**config.mk**
```make
export PLATFORM = sky130hd
export DESIGN_NAME = i2s_rx
export DESIGN_NICKNAME = d
export VERILOG_FILES = /design/src/rtl/i2s_rx_pkg.sv /design/src/rtl/i2s_sync_edge.sv /design/src/rtl/i2s_rx.sv
export SDC_FILE = /design/constraint.sdc
export NUM_CORES = 1
export LEC_CHECK = 0
export CAP_MARGIN = 30
export CORE_AREA = 2 2 91 93
export DETAILED_ROUTE_END_ITERATION = 6
export DIE_AREA = 0 0 93 95
export PLACE_DENSITY_LB_ADDON = 0.08
export SLEW_MARGIN = 10
export SYNTH_ARGS = -nofsm -noshare
export SYNTH_HDL_FRONTEND = slang
export SYNTH_SLANG_ARGS = --single-unit
```
**constraint.sdc**
```tcl
create_clock -name clk -period 8.29 [get_ports clk]
set_input_delay 2.0725 -clock clk [delete_from_list [all_inputs] [get_ports clk]]
set_output_delay 2.0725 -clock clk [all_outputs]
set_load 0.05 [all_outputs]
```
**src/rtl/i2s_rx_pkg.sv**
```systemverilog
// ---------------------------------------------------------------------------
// i2s_rx_pkg
//   Shared constants and types for the I2S capture path. The values match the
//   ones used by audio_drive so that the transmitter and receiver agree on the
//   frame layout.
//   No ports. It provides:
//     AUDIO_DATA_W     bits per channel word
//     I2S_SLOT_W       BCK periods per channel slot
//     I2S_SYNC_STAGES  default synchroniser depth
//     ch_e             word-select channel encoding (0 = left, 1 = right)
// ---------------------------------------------------------------------------
package i2s_rx_pkg;

  localparam int AUDIO_DATA_W    = 16;
  localparam int I2S_SLOT_W      = 16;
  localparam int I2S_SYNC_STAGES = 2;

  typedef enum logic {
    CH_LEFT  = 1'b0,
    CH_RIGHT = 1'b1
  } ch_e;

  localparam ch_e I2S_WS_LEFT = CH_LEFT;

endpackage

```
**src/rtl/i2s_sync_edge.sv**
```systemverilog
// ---------------------------------------------------------------------------
// i2s_sync_edge
//   Brings one asynchronous I2S line into the clk domain through a
//   SYNC_STAGES flip-flop chain and flags its rising edge.
//   Both outputs come from registers, so q and rise have the same delay
//   relative to the pin. This keeps WS/DIN aligned with the BCK strobe.
//   Ports:
//     clk   in   system clock
//     rst   in   asynchronous reset, active-high
//     d     in   asynchronous input line
//     q     out  synchronised level
//     rise  out  1-clk strobe on a 0->1 transition of q
// ---------------------------------------------------------------------------
module i2s_sync_edge
  import i2s_rx_pkg::*;
#(
  parameter int SYNC_STAGES = I2S_SYNC_STAGES
) (
  input  logic clk,
  input  logic rst,
  input  logic d,
  output logic q,
  output logic rise
);

  logic [SYNC_STAGES-1:0] chain;

  always_ff @(posedge clk or posedge rst) begin
    if (rst) begin
      chain <= '0;
      q     <= 1'b0;
      rise  <= 1'b0;
    end else begin
      chain <= {chain[SYNC_STAGES-2:0], d};
      q     <= chain[SYNC_STAGES-1];
      rise  <= chain[SYNC_STAGES-1] & ~q;
    end
  end

endmodule

```
**src/rtl/i2s_rx.sv**
```systemverilog
// ---------------------------------------------------------------------------
// i2s_rx
//   Philips-I2S receiver. BCK, WS and DIN are oversampled in the clk domain.
//   Left and right words are deserialised MSB first, and each stereo frame is
//   presented on a valid/ready port. There is a single output register and
//   no FIFO.
//   Ports:
//     clk        in   system clock (>= 8x BCK)
//     rst        in   asynchronous reset, active-high
//     i2s_bck    in   bit clock (asynchronous)
//     i2s_ws     in   word select, 0 = left, 1 = right
//     i2s_din    in   serial data
//     out_l      out  left word of the presented frame
//     out_r      out  right word of the presented frame
//     out_valid  out  frame held on out_l/out_r
//     out_ready  in   consumer accepts when out_valid && out_ready
//     overrun    out  1-clk pulse: completed frame dropped, output full
//     slot_err   out  1-clk pulse: slot closed with wrong bit count
// ---------------------------------------------------------------------------
module i2s_rx
  import i2s_rx_pkg::*;
#(
  parameter int DATA_W      = AUDIO_DATA_W,
  parameter int SLOT_W      = I2S_SLOT_W,
  parameter int SYNC_STAGES = I2S_SYNC_STAGES
) (
  input  logic                     clk,
  input  logic                     rst,
  input  logic                     i2s_bck,
  input  logic                     i2s_ws,
  input  logic                     i2s_din,
  output logic signed [DATA_W-1:0] out_l,
  output logic signed [DATA_W-1:0] out_r,
  output logic                     out_valid,
  input  logic                     out_ready,
  output logic                     overrun,
  output logic                     slot_err
);

  localparam int                CNT_W    = $clog2(SLOT_W) + 1;
  localparam logic [CNT_W-1:0] DATA_CNT = CNT_W'(DATA_W);
  localparam logic [CNT_W-1:0] SLOT_CNT = CNT_W'(SLOT_W);
  localparam logic [CNT_W-1:0] SAT_CNT  = CNT_W'(SLOT_W + 1);

  // Slot bit counter: it stops at SLOT_W+1. An over-long slot still reads as
  // wrong, and the counter cannot wrap back to a legal value.
  function automatic logic [CNT_W-1:0] cnt_sat_inc(input logic [CNT_W-1:0] c);
    return (c >= SAT_CNT) ? SAT_CNT : c + CNT_W'(1);
  endfunction

  // ---- stage p0: synchronised I2S lines and BCK rising strobe ----
  logic bck_rise_p0;
  logic ws_s_p0;
  logic din_s_p0;
  logic bck_s_unused;
  logic ws_rise_unused;
  logic din_rise_unused;

  i2s_sync_edge #(.SYNC_STAGES(SYNC_STAGES)) u_sync_bck (
    .clk  (clk),
    .rst  (rst),
    .d    (i2s_bck),
    .q    (bck_s_unused),
    .rise (bck_rise_p0)
  );

  i2s_sync_edge #(.SYNC_STAGES(SYNC_STAGES)) u_sync_ws (
    .clk  (clk),
    .rst  (rst),
    .d    (i2s_ws),
    .q    (ws_s_p0),
    .rise (ws_rise_unused)
  );

  i2s_sync_edge #(.SYNC_STAGES(SYNC_STAGES)) u_sync_din (
    .clk  (clk),
    .rst  (rst),
    .d    (i2s_din),
    .q    (din_s_p0),
    .rise (din_rise_unused)
  );

  ch_e                     ws_q;
  logic [CNT_W-1:0]        cnt;
  logic [DATA_W-1:0]       shreg;
  logic                    synced;
  logic                    have_l;
  logic signed [DATA_W-1:0] hold_l;

  logic                     ws_edge;
  logic [CNT_W-1:0]         cnt_inc;
  logic                     slot_ok;
  logic signed [DATA_W-1:0] word;

  // The rise that sees WS change carries the LSB of the outgoing channel
  // (the I2S one-bit delay). Until DATA_W bits have been taken, that LSB
  // completes the word. Once DATA_W bits are in, any extra slot bits are
  // ignored.
  always_comb begin
    ws_edge = (ch_e'(ws_s_p0) != ws_q);
    cnt_inc = cnt_sat_inc(cnt);
    slot_ok = (cnt_inc == SLOT_CNT);
    word    = (cnt < DATA_CNT) ? {shreg[DATA_W-2:0], din_s_p0} : shreg;
  end

  // ---- stage p1: slot deserialiser, left hold, completed frame ----
  logic                     vld_p1;
  logic signed [DATA_W-1:0] frm_l_p1;
  logic signed [DATA_W-1:0] frm_r_p1;

  always_ff @(posedge clk or posedge rst) begin
    if (rst) begin
      ws_q     <= I2S_WS_LEFT;
      cnt      <= '0;
      shreg    <= '0;
      synced   <= 1'b0;
      have_l   <= 1'b0;
      hold_l   <= '0;
      slot_err <= 1'b0;
      vld_p1   <= 1'b0;
      frm_l_p1 <= '0;
      frm_r_p1 <= '0;
    end else begin
      slot_err <= 1'b0;
      vld_p1   <= 1'b0;
      if (bck_rise_p0) begin
        ws_q <= ch_e'(ws_s_p0);
        if (ws_edge) begin
          cnt   <= '0;
          shreg <= '0;
          if (!synced) begin
            // The first WS edge after reset only sets alignment.
            // The partial slot before it is thrown away.
            synced <= 1'b1;
            have_l <= 1'b0;
          end else if (!slot_ok) begin
            slot_err <= 1'b1;
            have_l   <= 1'b0;
          end else if (ws_q == I2S_WS_LEFT) begin
            hold_l <= word;
            have_l <= 1'b1;
          end else begin
            // A right word is only paired with a good left word held
            // just before it. Otherwise it is dropped without a flag.
            have_l <= 1'b0;
            if (have_l) begin
              vld_p1   <= 1'b1;
              frm_l_p1 <= hold_l;
              frm_r_p1 <= word;
            end
          end
        end else begin
          cnt <= cnt_inc;
          if (cnt < DATA_CNT) begin
            shreg <= {shreg[DATA_W-2:0], din_s_p0};
          end
        end
      end
    end
  end

  // ---- stage p2: output register with valid/ready handshake ----
  // A new frame may replace the held one in the same clk that the held
  // frame is accepted. If it cannot, the new frame is lost and overrun
  // pulses.
  always_ff @(posedge clk or posedge rst) begin
    if (rst) begin
      out_l     <= '0;
      out_r     <= '0;
      out_valid <= 1'b0;
      overrun   <= 1'b0;
    end else begin
      overrun <= 1'b0;
      if (vld_p1) begin
        if (!out_valid || out_ready) begin
          out_l     <= frm_l_p1;
          out_r     <= frm_r_p1;
          out_valid <= 1'b1;
        end else begin
          overrun <= 1'b1;
        end
      end else if (out_valid && out_ready) begin
        out_valid <= 1'b0;
      end
    end
  end

endmodule

```
==> impl_metrics.tcl <==
set metrics [dict create \
    fp-row-count 33 \
    port_buffers 40 \
    drive_gt1_frac 0.358 \
    crit_arrival_ns 1.68 \
    worstPathCellList "clkdlybuf4s50_1" \
    min_from "u_sync_bck.chain[0]" \
    ios 41 \
    cts_setup_buffers 0 \
    die_w_um 93 \
    antenna_found_initial 0 \
    synth_cells 322 \
    drt_iter0_drc 146 \
    path_class "flop to primary output" \
    syn_avg_cell_area_um2 14.6 \
    cp_num_buf_inv 1 \
    multi_input_area_um2 1560 \
    synth_area_um2 4690 \
    hp-class "flop to flop" \
    yosysSeqAreaShare 0.630 \
    crit_cells 1 \
    viasPerCell 5.42 \
    seq_area_um2 2950 \
    synth_edf_count 0 \
    cts_root_buf "clkbuf_8" \
    start_kind "flop" \
    die-area_um2 8840 \
    fin_tns_setup_ns 0 \
    wirelength_mm 7.96 \
    coreArea_um2 7930 \
    worst_slack_ns 4.54 \
    yosysTopAreaCellShare 0.630 \
    max_cap_viol_count 0 \
    final_nets 381 \
    place_inst 458 \
    fin_skew_ns 0.00707 \
    grt_pass1_wl_mm 13.5 \
    p_leak_nw 2.85 \
    h-tree-depth 4 \
    slowest_delay_ns 0.81 \
    power_density_nw_per_um2 251 \
    finalHoldViolCount 0 \
    insertion_delay_ns 0.51 \
    nFillCells 525 \
    slew_headroom 0.401 \
    areaGrowthSynthToFinish_pct 24.9 \
    grt_start_max_net_pins 71 \
    r2r_end "frm_l_p1[4]" \
    worst_ep_required_time_ns 6.22 \
    yosys-top-cells-count "118 x dfrtp_1, 95 x mux2_2, 21 x inv_1" \
    drtAntennaViolNets 0 \
    tritoncts "built" \
    pre_cts_ws_ns 4.40 \
    cts_resized 0 \
    ys_warn_count 0 \
    wl_per_cell_um 16.2 \
    fmax_mhz 266 \
    ys_top_cells_by_area "dfrtp_1 63%, mux2_2 23%, nand3_1 2.0%, o21ai_0 1.9%, inv_1 1.7%" \
    critPathTopFamily "buffers and inverters" \
    cp-end-kind "primary output" \
    finalNonFillerCells 491 \
    gr-total-overflow 0 \
    reg2reg_depth 4 \
    synth_ff_type "dfrtp_1" \
    initial_core_util 0.591 \
    yosysMostFrequentCell "dfrtp_1" \
    r2r-start "cnt[4]" \
    vias 2662 \
    finalCritPeriodShare 0.453 \
    dr.pass1.iters 4 \
    slowest_stage "clkdlybuf4s50_1" \
    cts_sinks 118 \
    report.final.slew_viol_count 0 \
    min_path_cells 0 \
    ir_worst_vdd_mv 0.184 \
    hold_buffers 0 \
    first_global_vias 2680 \
    synth_cell_types 33 \
    route.detailed.drc 0 \
    clk_pin_slew_ns 0.06 \
    diodes 0 \
    period_minus_slack_ns 3.75 \
    async_reset_ff_frac 1.00 \
    worstPathMaxFanout 2 \
    place_area_um2 5170 \
    cts_buffer_depth 2 \
    gp_congestion 0.755 \
    setup_viol 0 \
    rsz0062_at_grt "no" \
    syn_nets 330 \
    yosysTopAreaCell "dfrtp_1" \
    final_area_um2 5860 \
    hpwl_mm 4.54 \
    reg2reg_slack_ns 5.93 \
    die_h_um 95 \
    ys_ff_latch 118 \
    holdPathEnd "u_sync_bck.chain[1]" \
    worst_slew_pin_slew_ns 0.898 \
    outcome "completed" \
    cts_inserted_buffers 17 \
    track_usage 0.206 \
]
==> logic make-up after synthesis <==
kind of cell / synth area share
flip-flops: 0.630
multiplexers: 0.235
AND/OR/NAND/NOR: 0.0544
buffers and inverters: 0.0376
AO/OA/AOI/OAI: 0.0339
XOR/XNOR: 0.00374
adder cells (fa/ha/maj): 0.00534
==> how the worst max path moves through the flow <==
stage,start,to,slack [ns]
after CTS,out_l[2],out_l[2],4.51
after floorplan,rst,cnt[0],3.09
final,out_r[4],out_r[4],4.54
after global routing,out_l[2],out_l[2],4.47
after detailed placement,rst,out_valid,4.40
after global placement,rst,u_sync_bck.chain[0],4.39
==> metrics by stage <==
step	utilization	hold slack, ns	power (mW)
final	0.739	0.354	1.47
after floorplan	-	0.331	0.652
after detailed placement	0.652	0.345	0.671
after global placement	0.652	0.332	0.668
after global routing	0.739	0.361	1.52
after CTS	0.735	0.355	1.48
==> power breakdown <==
part | internal (mW) | total (mW) | switching [mW]
Combinational | 0.0211 | 0.0588 | 0.0377
Sequential | 0.589 | 0.604 | 0.0158
Clock | 0.555 | 0.804 | 0.249
Total | 1.17 | 1.47 | 0.303
==> layout make-up <==
type / count / share of cell area
sequential: 118 / 0.504
inverter: 21 / 0.0139
clock inverter: 13 / 0.0389
clock buffer: 19 / 0.0737
multi-input combinational: 168 / 0.266
tap: 105 / 0.0224
timing repair buffer: 47 / 0.0808
==> state kept, by name, indices dropped and copies added (netlist names) <==
name	flops
u_sync_bck.q	1
frm_l_p1	16
synced	1
u_sync_ws.q	1
out_valid	1
u_sync_bck.rise	1
out_r	16
u_sync_ws.chain	2
out_l	16
vld_p1	1
u_sync_din.q	1
slot_err	1
hold_l	16
ws_q	1
u_sync_din.chain	2
have_l	1
overrun	1
frm_r_p1	16
u_sync_bck.chain	2
cnt	5
shreg	16
==> layout by cell type (no fill, tap or decap), drive strengths merged, types with 2 or more instances in the layout <==
master,n
buf,7
bufinv,6
clkbuf,19
clkdlybuf4s50,40
clkinv,5
clkinvlp,2
dfrtp,118
ha,2
inv,21
mux2,97
nand2,4
nand2b,4
nand3,19
nand3b,2
nor2,2
nor4,3
o21ai,18
o31ai,2
==> routing by layer <==
metal,share of wire,global-route usage
met5,0,0
met4,0.0093,0.0637
met3,0.041,0.0758
met2,0.48,0.315
met1,0.47,0.278
Power figures use the tool's default switching activity.
